### config.mk
export PLATFORM = sky130hd
export DESIGN_NAME = descrambler_flat
export DESIGN_NICKNAME = d
export VERILOG_FILES = /design/src/rtl/descrambler_if.sv /design/src/rtl/descrambler.sv /design/src/flat_wrapper.sv
export SDC_FILE = /design/constraint.sdc
export NUM_CORES = 1
export LEC_CHECK = 0
export CORE_ASPECT_RATIO = 1.1
export CORE_MARGIN = 10
export CORE_UTILIZATION = 61
export CTS_BUF_LIST = sky130_fd_sc_hd__clkbuf_4
export DETAILED_ROUTE_END_ITERATION = 10
export GPL_ROUTABILITY_DRIVEN = 0
export GPL_TIMING_DRIVEN = 0
export PLACE_DENSITY = 0.84
export SETUP_SLACK_MARGIN = 0.5
export SLEW_MARGIN = 20
export SYNTH_ARGS = -nofsm -noshare
export SYNTH_HDL_FRONTEND = slang
export SYNTH_SLANG_ARGS = --single-unit
export TNS_END_PERCENT = 50
### constraint.sdc
create_clock -name clk -period 3.72 [get_ports clk]
set_input_delay 0.744 -clock clk [delete_from_list [all_inputs] [get_ports clk]]
set_output_delay 0.744 -clock clk [all_outputs]
set_load 0.01 [all_outputs]
### src/rtl/descrambler_if.sv
// descrambler_if: receive word stream in, descrambled stream out.
// master drives the link side, slave is the descrambler.
interface descrambler_if #(
    parameter int WIDTH = 16
);
    logic             descram_en;
    logic             in_valid;
    logic [WIDTH-1:0] in;
    logic [WIDTH-1:0] out;
    logic             out_valid;
    logic             sync_det;
    logic             locked;

    modport master (
        output descram_en,
        output in_valid,
        output in,
        input  out,
        input  out_valid,
        input  sync_det,
        input  locked
    );

    modport slave (
        input  descram_en,
        input  in_valid,
        input  in,
        output out,
        output out_valid,
        output sync_det,
        output locked
    );
endinterface

### src/rtl/descrambler.sv
// descrambler: x^16+x^5+x^4+x^3+1 additive descrambler with
// sync-word reseed and hunt/verify/locked framing.
module descrambler #(
    parameter int               WIDTH         = 16,
    parameter logic [WIDTH-1:0] SYNC_WORD     = 16'hBCBC,
    parameter int               SYNC_INTERVAL = 8,
    parameter int               LOCK_CNT      = 3,
    parameter int               LOSS_CNT      = 2
) (
    input logic          clk,
    input logic          rst_n,
    descrambler_if.slave bus
);
    localparam int CNT_W  = $clog2(SYNC_INTERVAL);
    localparam int GOOD_W = $clog2(LOCK_CNT + 1);
    localparam int MISS_W = $clog2(LOSS_CNT + 1);

    localparam logic [WIDTH-1:0]  SEED = '1;
    localparam logic [WIDTH-1:0]  TAPS = WIDTH'(16'h0039);
    localparam logic [CNT_W-1:0]  CNT_LAST = CNT_W'(SYNC_INTERVAL - 1);
    localparam logic [GOOD_W-1:0] GOOD_LOCK = GOOD_W'(LOCK_CNT);
    localparam logic [MISS_W-1:0] MISS_LOSS = MISS_W'(LOSS_CNT);

    typedef enum logic [1:0] {
        HUNT,
        VERIFY,
        LOCKED
    } state_t;

    logic [WIDTH-1:0]  in_reg;
    logic              v_reg;
    logic              en_reg;
    logic [WIDTH-1:0]  s;
    logic [WIDTH-1:0]  s_adv;
    logic [WIDTH-1:0]  ks;
    logic [CNT_W-1:0]  cnt;
    logic [GOOD_W-1:0] good_q;
    logic [GOOD_W-1:0] good_d;
    logic [MISS_W-1:0] miss_q;
    logic [MISS_W-1:0] miss_d;
    state_t            state_q;
    state_t            state_d;

    logic fire;
    logic is_sync;
    logic at_wrap;
    logic on_time;
    logic early;
    logic miss_ev;

    assign fire    = v_reg & en_reg;
    assign is_sync = fire & (in_reg == SYNC_WORD);
    assign at_wrap = (cnt == CNT_LAST);
    assign on_time = is_sync & at_wrap;
    assign early   = is_sync & ~at_wrap;
    assign miss_ev = fire & ~is_sync & at_wrap;

    assign bus.locked = (state_q == LOCKED);

    // Input register stage.
    always_ff @(posedge clk or negedge rst_n) begin
        if (!rst_n) begin
            in_reg <= '0;
            v_reg  <= 1'b0;
            en_reg <= 1'b0;
        end else begin
            in_reg <= bus.in;
            v_reg  <= bus.in_valid;
            en_reg <= bus.descram_en;
        end
    end

    // Sixteen serial LFSR steps unrolled: keystream and next state.
    always_comb begin
        s_adv = s;
        ks    = '0;
        for (int i = 0; i < WIDTH; i++) begin
            ks[i] = s_adv[WIDTH-1];
            s_adv = {s_adv[WIDTH-2:0], 1'b0}
                  ^ (s_adv[WIDTH-1] ? TAPS : '0);
        end
    end

    // LFSR state and frame counter advance only on descrambled words.
    always_ff @(posedge clk or negedge rst_n) begin
        if (!rst_n) begin
            s   <= SEED;
            cnt <= '0;
        end else if (fire) begin
            if (is_sync) begin
                s   <= SEED;
                cnt <= '0;
            end else begin
                s   <= s_adv;
                cnt <= at_wrap ? '0 : cnt + CNT_W'(1);
            end
        end
    end

    // Output word register; holds its value across invalid cycles.
    always_ff @(posedge clk or negedge rst_n) begin
        if (!rst_n) begin
            bus.out       <= '0;
            bus.out_valid <= 1'b0;
            bus.sync_det  <= 1'b0;
        end else begin
            bus.out_valid <= v_reg;
            bus.sync_det  <= is_sync;
            if (v_reg) begin
                if (!en_reg || is_sync) begin
                    bus.out <= in_reg;
                end else begin
                    bus.out <= in_reg ^ ks;
                end
            end
        end
    end

    // Framing state and counters.
    always_ff @(posedge clk or negedge rst_n) begin
        if (!rst_n) begin
            state_q <= HUNT;
            good_q  <= '0;
            miss_q  <= '0;
        end else begin
            state_q <= state_d;
            good_q  <= good_d;
            miss_q  <= miss_d;
        end
    end

    // Framing next-state on sync timing events.
    always_comb begin
        state_d = state_q;
        good_d  = good_q;
        miss_d  = miss_q;
        unique case (state_q)
            HUNT: begin
                if (is_sync) begin
                    state_d = VERIFY;
                    good_d  = GOOD_W'(1);
                end
            end
            VERIFY: begin
                if (on_time) begin
                    good_d = good_q + GOOD_W'(1);
                    if (good_d == GOOD_LOCK) begin
                        state_d = LOCKED;
                        miss_d  = '0;
                    end
                end else if (early) begin
                    good_d = GOOD_W'(1);
                end else if (miss_ev) begin
                    state_d = HUNT;
                    good_d  = '0;
                end
            end
            LOCKED: begin
                if (on_time) begin
                    miss_d = '0;
                end else if (early || miss_ev) begin
                    miss_d = miss_q + MISS_W'(1);
                    if (miss_d == MISS_LOSS) begin
                        state_d = HUNT;
                        good_d  = '0;
                        miss_d  = '0;
                    end
                end
            end
            default: begin
                state_d = HUNT;
                good_d  = '0;
                miss_d  = '0;
            end
        endcase
    end
endmodule

### src/flat_wrapper.sv
// flat-port wrapper written by rule: the top's interface ports become plain ports
module descrambler_flat 
#(
    parameter int               WIDTH         = 16,
    parameter logic [WIDTH-1:0] SYNC_WORD     = 16'hBCBC,
    parameter int               SYNC_INTERVAL = 8,
    parameter int               LOCK_CNT      = 3,
    parameter int               LOSS_CNT      = 2
)
  (clk, rst_n, bus_descram_en, bus_in_valid, bus_in, bus_out, bus_out_valid, bus_sync_det, bus_locked);
  descrambler_if #(.WIDTH(WIDTH)) bus_i ();
  input logic clk;
  input logic rst_n;
  input wire logic [$bits(bus_i.descram_en)-1:0] bus_descram_en;
  input wire logic [$bits(bus_i.in_valid)-1:0] bus_in_valid;
  input wire logic [$bits(bus_i.in)-1:0] bus_in;
  output wire logic [$bits(bus_i.out)-1:0] bus_out;
  output wire logic [$bits(bus_i.out_valid)-1:0] bus_out_valid;
  output wire logic [$bits(bus_i.sync_det)-1:0] bus_sync_det;
  output wire logic [$bits(bus_i.locked)-1:0] bus_locked;
  assign bus_i.descram_en = bus_descram_en;
  assign bus_i.in_valid = bus_in_valid;
  assign bus_i.in = bus_in;
  assign bus_out = bus_i.out;
  assign bus_out_valid = bus_i.out_valid;
  assign bus_sync_det = bus_i.sync_det;
  assign bus_locked = bus_i.locked;
  descrambler #(.WIDTH(WIDTH), .SYNC_WORD(SYNC_WORD), .SYNC_INTERVAL(SYNC_INTERVAL), .LOCK_CNT(LOCK_CNT), .LOSS_CNT(LOSS_CNT)) u_core (.clk(clk), .rst_n(rst_n), .bus(bus_i));
endmodule
==> After elaboration in Yosys (flattened, before gate mapping) <==
Cells that the tools add are included.
{ "word_totals": {"mem_count": 0, "register_bits": 61, "latch_bits": 0, "ramBits": 0, "romBits": 0, "inputBits": 20, "elab_cells": 102} }
{ "op_classes": {"eq_ne": 17, "muxes": 38, "bitwise_logic": 26, "n_shift": 0, "n_lt_le_gt_ge": 0, "n_reduce_logical": 7, "multipliers": 0, "n_addsub": 3, "div": 0} }
{ "op_table": {"columns": ["op", "count"], "rows": [
  ["bitwise XOR 16 bit", 17],
  ["2-to-1 mux 6 bit", 16],
  ["2-to-1 mux 16 bit", 2],
  ["2-to-1 mux 2 bit", 15],
  ["one-hot mux 2 bit (3 select lines)", 3],
  ["equality test 16 bit, second input constant", 1],
  ["!= test 2 x 1 -> 1 bit, second input constant", 5],
  ["AND reduction 7 bit", 1],
  ["AND 1 bit", 6],
  ["equality test 2 bit, second input constant", 3],
  ["2-to-1 mux 3 bit", 2],
  ["!= test 3 x 1 -> 1 bit, second input constant", 2],
  ["AND reduction 5 bit", 1],
  ["adder 2 x 1 -> 2 bit, second input constant", 2],
  ["!= test 4 x 1 -> 1 bit, second input constant", 1],
  ["AND reduction 4 bit", 1],
  ["adder 3 x 1 -> 3 bit, second input constant", 1],
  ["equality test 3 bit, second input constant", 1],
  ["!= test 3 x 2 -> 1 bit, second input constant", 1],
  ["!= test 3 bit, second input constant", 1],
  ["NOT 1 bit", 3],
  ["equality test 2 x 1 -> 1 bit, second input constant", 1],
  ["zero test 2 bit", 1],
  ["logical OR 1 bit", 2],
  ["other kinds (2)", 2]
]} }

==> Logic depth before layout (Yosys ltp) <==
Gate-level depths: netlist (run 1).
{ "depth": {"depth_word": 33, "ltp_mapped": 8, "depth_no_buf": 7} }

==> Least setup slack after synthesis (run 1) <==
Ideal clock, no wire load.
{ "synth_timing": {"kind": "register to register", "from": "register u_core.in_reg[14]", "to": "register u_core.good_q[0]", "n_path_buf": 1, "setup_slack_ns": 1.434, "setup_time_ns": 0.127, "path_stages_with_launch": 7, "t_required_ns": 3.593, "t_arrival_ns": 2.158, "cell_sequence": "dfrtp_1 or4_4 or4_4 buf_6 o31ai_1 a21o_1 mux2_1"} }
{ "synth_via": {"elab_chain_cells": 8} }
{ "synth_rtl": {"columns": ["item", "line", "source"], "rows": [
  ["from (decl)", "descrambler.sv:30", "logic [WIDTH-1:0] in_reg;"],
  ["from (signal assigned)", "descrambler.sv:67", "in_reg <= bus.in;"],
  ["equality test 16 bit *", "descrambler.sv:52", "assign is_sync = fire & (in_reg == SYNC_WORD);"],
  ["AND 1 bit *", "descrambler.sv:52", null],
  ["NOT 1 bit", "descrambler.sv:56", "assign miss_ev = fire & ~is_sync & at_wrap;"],
  ["AND 1 bit (2 in a row)", "descrambler.sv:56", null],
  ["logical OR 1 bit", "descrambler.sv:161", "end else if (early || miss_ev) begin"],
  ["!= test 2 x 1 -> 1 bit (no source line)", null, null],
  ["AND reduction 5 bit (no source line)", null, null],
  ["to (signal assigned)", "descrambler.sv:127", "good_q <= good_d;"],
  ["to (decl)", "descrambler.sv:37", "logic [GOOD_W-1:0] good_q;"]
]} }
Every way passes the cells marked *; elsewhere a longest branch is shown, timed or not.
A chain may end at the register's enable or synchronous reset.

==> Worst setup path in the final report (run 1) <==
{ "layout_timing": {"from": "register u_core.state_q[1]", "to": "output bus_locked"} }
{ "layout_via": {"elab_chain_cells": 1} }
{ "layout_rtl": {"columns": ["item", "line", "source"], "rows": [
  ["from (decl)", "descrambler.sv:41", "state_t state_q;"],
  ["from (signal assigned)", "descrambler.sv:126", "state_q <= state_d;"],
  ["equality test 2 bit", "descrambler.sv:58", "assign bus.locked = (state_q == LOCKED);"],
  ["to (decl)", "flat_wrapper.sv:20", "output wire logic [$bits(bus_i.locked)-1:0] bus_locked;"]
]} }
Every way passes these cells.

==> reports/metrics.yaml, run 1 <==
yosys:
  postSynth.asyncResetShare_pct: 100.0
  yosysTopAreaCell: "dfrtp_1"
  syn-num-nets: 307
  yosysUniqueCellTypes: 39
  ys_ff_latch: 61
  ys_seq_area_share_pct: 51.91
  synth_edf_count: 0
  syn_area_um2: 2979
  yosys_warnings: 0
  synth.avg_cell_area_um2: 10.49
  syn_inst: 284
  synthTopCellsByArea: "dfrtp_1, dfstp_2, xor2_1, xnor2_1, a21oi_1"
  ys.flop_type: "dfrtp_1"
  synth_top_cell_area_share_pct: 37.80
clock_network:
  cts-resized-gates: 0
  tritoncts: "done"
  post_cts_buffers: 0
  cts_buffers: 9
  cts.sinks: 61
  clock_path_buffers: 2
  ctsHoldBuffers: 0
  clk_pin_slew_ps: 100
  htreeDepth: 3
  cts-root-buf: "clkbuf_4"
  clkLatencyLatePin_ps: 420
critical_path:
  critPathLaunchType: "flip-flop"
  arrival_ps: 1800
  worst-setup-path-type: "reg -> out"
  ff2ff_setup_slack_ps: 1300
  cp.required_ps: 2980
  end_kind: "primary output"
  crit_fanout: 10
sta:
  maxSlewViolCount: 0
  setup_viol: 0
  finClkSkew_ps: 6.361
  maxSlewHeadroom_pct: 61.25
  fin_crit_sh_pct: 68.34
  setup_ws_ps: 1178
  rsz0062_at_grt: "false"
  tightest_slew_ps: 575.9
  setup_tns_ps: 0
  fmax_ghz: 0.3934
  layout_min_cycle_time_ps: 2542
  finalHoldViolCount: 0
flow_run:
  max-cap-violations: 0
final_layout:
  fin_util_pct: 75.69
  antenna_cells: 0
  drive_gt1_share_pct: 12.43
  syn_to_final_growth_pct: 19.03
  fillCellCount: 319
  regArea_um2: 1546
  fin_nets: 357
  multi_input_area_um2: 1296
  fin_area_um2: 3546
routing:
  post-route-drc-count: 0
  drt_wl_total_mm: 6.817
  vias: 2278
  first_pass_iters: 4
  via_per_inst: 5.782
  wl_per_cell_um: 17.30
  final_antenna_net_count: 0
  drt_iter0_markers: 143
floorplan:
  io_pins: 39
  initial_core_util_pct: 63.60
  die_w_um: 86.63
  core_um2: 4684
  rows: 26
  dieArea_um2: 8082
  die_y_um: 93.30
grt:
  grt_max_degree: 33
  grt_pass1_vias: 2357
  grt_pass1_wl_mm: 11.50
  grt_usage_pct: 18.07
  antenna_found_initial: 0
  grt_overflow: 0
placed_design:
  post-place-ws_ps: 1293
  dp_hpwl_mm: 5.064
  port_buffers: 38
  post_dp_cell_area_um2: 3447
pwr:
  p_total_w: 0.002812
  p_per_area_nw_per_um2: 793.0
  ir_drop_mv: 0.4468
  leakage_nw: 1.433
outcome:
  status: "complete, no violations"
worst_hold_path:
  hold_path_class: "in -> async"
[synth_stat cells, types with 6 or more instances]
| cell | number |
|---|---|
| clkbuf_1 | 16 |
| xnor2_1 | 23 |
| inv_1 | 7 |
| nand3_1 | 6 |
| dfrtp_1 | 45 |
| xor2_1 | 24 |
| o211ai_1 | 10 |
| a211oi_1 | 6 |
| a21oi_1 | 23 |
| dfstp_2 | 16 |
| nand2_1 | 17 |
| nor2_1 | 26 |
| a211o_1 | 7 |
| o21ai_0 | 17 |
[worst max-delay path, cell delays in order (launching register included)]
cell and delay (ps):
dfrtp_1 330, clkbuf_1 310, nand2b_1 120, inv_1 90
clkdlybuf4s50_1 540
[per-stage QoR]
stage	hold WS, ps	cells
6_report	239.4	394
5_1_grt	268.1	394
4_1_cts	254.2	394
3_5_place_dp	429.6	379
3_3_place_gp	421.8	378
2_1_floorplan	385.5	284
[power breakdown]
part	switching, W	internal [W]
combinational	0.000762	0.000642
clock	0.000237	0.000126
sequential	0.000149	0.000896
total	0.00115	0.00166
[final timing paths]
| kind | end | startpoint | depth (start not counted) |
|---|---|---|---|
| max | bus_locked | u_core.state_q[1]$_DFFE_PN0P_ | 4 |
| min | u_core.bus.sync_det$_DFF_PN0_ | rst_n | 1 |
| max reg2reg | u_core.good_q[0]$_DFFE_PN0P_ | u_core.in_reg[14]$_DFF_PN0_ | 6 |
| min reg2reg | u_core.bus.out_valid$_DFF_PN0_ | u_core.v_reg$_DFF_PN0_ | 0 |
| max in group asynchronous | u_core.in_reg[1]$_DFF_PN0_ | rst_n | 2 |
| min in group clk | u_core.bus.out_valid$_DFF_PN0_ | u_core.v_reg$_DFF_PN0_ | 0 |
[final cells by class]
type / count / area share [%]
Sequential cell: 61 / 43.61
Multi-Input combinational cell: 195 / 36.56
Tap cell: 56 / 1.976
Clock buffer: 9 / 1.905
Buffer: 21 / 3.105
Clock inverter: 6 / 0.8821
Timing Repair Buffer: 39 / 11.22
Inverter: 7 / 0.7410
[layer usage]
| layer | vias to the layer above | GRT usage, % | share of wire (%) |
|---|---|---|---|
| li1 | 1081 | - | - |
| met1 | 1104 | 21.55 | 42 |
| met2 | 72 | 27.89 | 49 |
| met3 | 21 | 6.250 | 6.4 |
| met4 | 0 | 9.865 | 3.1 |
| met5 | - | 0 | 0 |
[placed cells by master, fill, tap and decap left out, drive strengths merged, types with 3 or more instances in the layout]
cell type,n
nand2,17
nor2,27
o211ai,12
ha,3
dfstp,16
buf,7
a21oi,23
xor2,24
a211oi,6
o21ai,18
xnor2,23
nand3,6
a31oi,4
clkdlybuf4s50,37
clkbuf,25
dfrtp,45
a211o,7
inv,7
clkinv,5
[cells by family after synthesis]
group,Yosys count,share of synthesized area [%]
xor+xnor,48,14.57
simple gates,65,10.46
mux,3,1.050
fa+ha+maj,3,1.260
flops,61,51.91
buf+inv,28,4.578
compound gates,76,16.17
Note: power is estimated with default switching activity, not from simulation.
==> run 2, diff against run 1 <==
- CORE_UTILIZATION: 61 -> 51
- PLACE_DENSITY: 0.84 -> 0.75
- clock period: 3.72 -> 2.1 ns (I/O delays scaled with it)
==> run 2 against run 1 <==
  * Cell area increased by 12%
  * Setup slack got worse by 1400 ps
  * Sequential share of layout area decreased by 4.5 points
  * Core utilization decreased by 6.7 points
  * Sequential power increased by 77%
  * Critical path depth increased by 3
  * Final cell count increased by 11%
  * Die area increased by 15%
  * The flow now finishes with violations (setup timing)
  * Combinational power increased by 78%
==> reports/metrics.yaml, run 2 (same netlist as run 1, synthesis figures left out) <==
outcome:
  status: "finished with violations"
  violations: "setup timing"
critical_path:
  critPathLaunchType: "flip-flop"
  cp.required_ps: 2360  # -620 ps
  crit_slowest_cell: "or4_4"
  cpPeakStageDelay_ps: 550  # about the same
  ff2ff_setup_slack_ps: -230  # -1530 ps
  reg2reg_depth: 7  # +1
  worst-setup-path-type: "reg -> reg"
  arrival_ps: 2590  # +790 ps
  end_kind: "flip-flop"
  r2r-end: "u_core.bus.out[3]$_DFFE_PN0P_"
  path_cells: "or4_4 -> or4_4 -> buf_6 -> buf_8 -> o211ai_1 -> xor2_1 -> a21oi_1"
  rr_startpoint: "u_core.in_reg[14]$_DFF_PN0_"
  cpMostUsedCell: "or4_4"
  crit_fanout: 7  # -3
pwr:
  ir_drop_mv: 0.7105  # +59%
  leakage_nw: 1.640  # +14%
  p_total_w: 0.005256  # +87%
  p_per_area_nw_per_um2: 1329  # +68%
sta:
  layout_min_cycle_time_ps: 2333
  finalHoldViolCount: 0  # unchanged
  fin_crit_sh_pct: 111.1
  setup_ws_ps: -232.6  # -1410 ps
  maxSlewViolCount: 0  # unchanged
  rsz0062_at_grt: "true"
  fmax_ghz: 0.4287
  finClkSkew_ps: 20.27  # +13.91 ps
  tightest_slew_ps: 538.6  # -37.39 ps
  maxSlewHeadroom_pct: 64.10  # +2.8 points
  setup_viol: 33  # +33
placed_design:
  dp_hpwl_mm: 4.887  # -3.5%
  post-place-ws_ps: -276.1  # -1569 ps
  dp_cells: 400  # +5.5%
  port_buffers: 38  # unchanged
  post_dp_cell_area_um2: 3498  # +1.5%
floorplan:
  die_y_um: 100.2  # +7.4%
  rows: 29  # +12%
  die_w_um: 92.87  # +7.2%
  core_um2: 5733  # +22%
  dieArea_um2: 9302  # +15%
  initial_core_util_pct: 51.96  # -12 points
  io_pins: 39  # unchanged
final_layout:
  fin_area_um2: 3955  # +12%
  final_cell_mix: "dfrtp_1, nor2_1, xor2_1, xnor2_1, a21oi_1"
  final_common_cell: "dfrtp_1"
  antenna_cells: 0  # unchanged
  final_cells: 438  # +11%
  fin_util_pct: 68.99  # -6.7 points
  regArea_um2: 1546  # unchanged
  fin_nets: 379  # +6.2%
  syn_to_final_growth_pct: 32.76
  fillCellCount: 460  # +44%
  multi_input_area_um2: 1391  # +7.3%
  drive_gt1_share_pct: 23.55  # +11 points
flow_run:
  max-cap-violations: 0  # unchanged
clock_network:
  cts-root-buf: "clkbuf_4"
  tritoncts: "done"
  clock_path_buffers: 2  # unchanged
  cts_buffers: 9  # unchanged
  cts.sinks: 61  # unchanged
  clk_pin_slew_ps: 120  # +20 ps
  clkLatencyLatePin_ps: 410  # about the same
  htreeDepth: 3  # unchanged
grt:
  grt_usage_pct: 16.08  # -2.0 points
  antenna_found_initial: 0  # unchanged
  grt_pass1_wl_mm: 11.94  # +3.8%
  grt_overflow: 0  # unchanged
  grt_max_degree: 52  # +58%
  grt_pass1_vias: 2493  # +5.8%
routing:
  vias: 2359  # +3.6%
  drt_wl_total_mm: 7.266  # +6.6%
  first_pass_iters: 4  # unchanged
  final_antenna_net_count: 0  # unchanged
  drt_iter0_markers: 142  # -0.70%
  wl_per_cell_um: 16.59  # -4.1%
  post-route-drc-count: 0  # unchanged
  via_per_inst: 5.386  # -6.8%
worst_hold_path:
  hold_path_class: "in -> async"
run 2: power by group:
group	switching, W	internal, W	leakage [nW]
Combinational	0.00136	0.00113	0.859
Clock	0.000433	0.000493	0.0786
Sequential	0.000251	0.00159	0.702
run 2: how the worst max path moves through the flow:
stage / start / to / cells past startpoint
2_1_floorplan: u_core.in_reg[6]$_DFF_PN0_ / u_core.good_q[0]$_DFFE_PN0P_ / 6
3_3_place_gp: rst_n / u_core.bus.out[9]$_DFFE_PN0P_ / 1
3_5_place_dp: u_core.in_reg[6]$_DFF_PN0_ / u_core.miss_q[0]$_DFFE_PN0P_ / 6
4_1_cts: u_core.in_reg[14]$_DFF_PN0_ / u_core.bus.out[12]$_DFFE_PN0P_ / 7
5_1_grt: u_core.in_reg[14]$_DFF_PN0_ / u_core.bus.out[3]$_DFFE_PN0P_ / 7
6_report: u_core.in_reg[14]$_DFF_PN0_ / u_core.bus.out[3]$_DFFE_PN0P_ / 7
run 2: cell type report:
cell class                 instances  share of cell area [%]
clock buffer                      10                   1.898
timing repair buffer              61                   14.77
clock inverter                     6                   2.214
sequential                        61                   39.10
multi-input combinational        195                   35.18
inverter                           7                  0.6643
buffer                            21                   3.733
tap                               77                   2.436
run 2: through the flow:
stage / hold WS, ps / setup TNS [ps]
6_report: 369.8 / -4457
3_3_place_gp: 411.2 / -70890
5_1_grt: 371.8 / -7101
4_1_cts: 357.1 / -3468
2_1_floorplan: 124.4 / -186.2
3_5_place_dp: 273.1 / -3728
run 2: critical path, delay by kind of cell, from the launching register on:
kind                   cells  cell delay, ps
AO/OA/AOI/OAI              2             330
AND/OR/NAND/NOR            2             980
flip-flops                 1             390
XOR/XNOR                   1             210
buffers and inverters      2             280
run 2: routing by layer:
metal	GRT usage, %	routed length (µm)	up-vias
met5	0	0	-
met4	7.838	154	0
met3	4.030	355	16
met2	26.50	3644	63
met1	19.13	3113	1152
li1	-	-	1128
run 2: timing repair:
action	in CTS	in global routing
pin swaps	19	13
cloned	0	1
hold buffers	1	0
endpoints found under the hold margin	4	0
resized for setup	53	5
buffers inserted	19	1
endpoints found under the setup margin	61	43
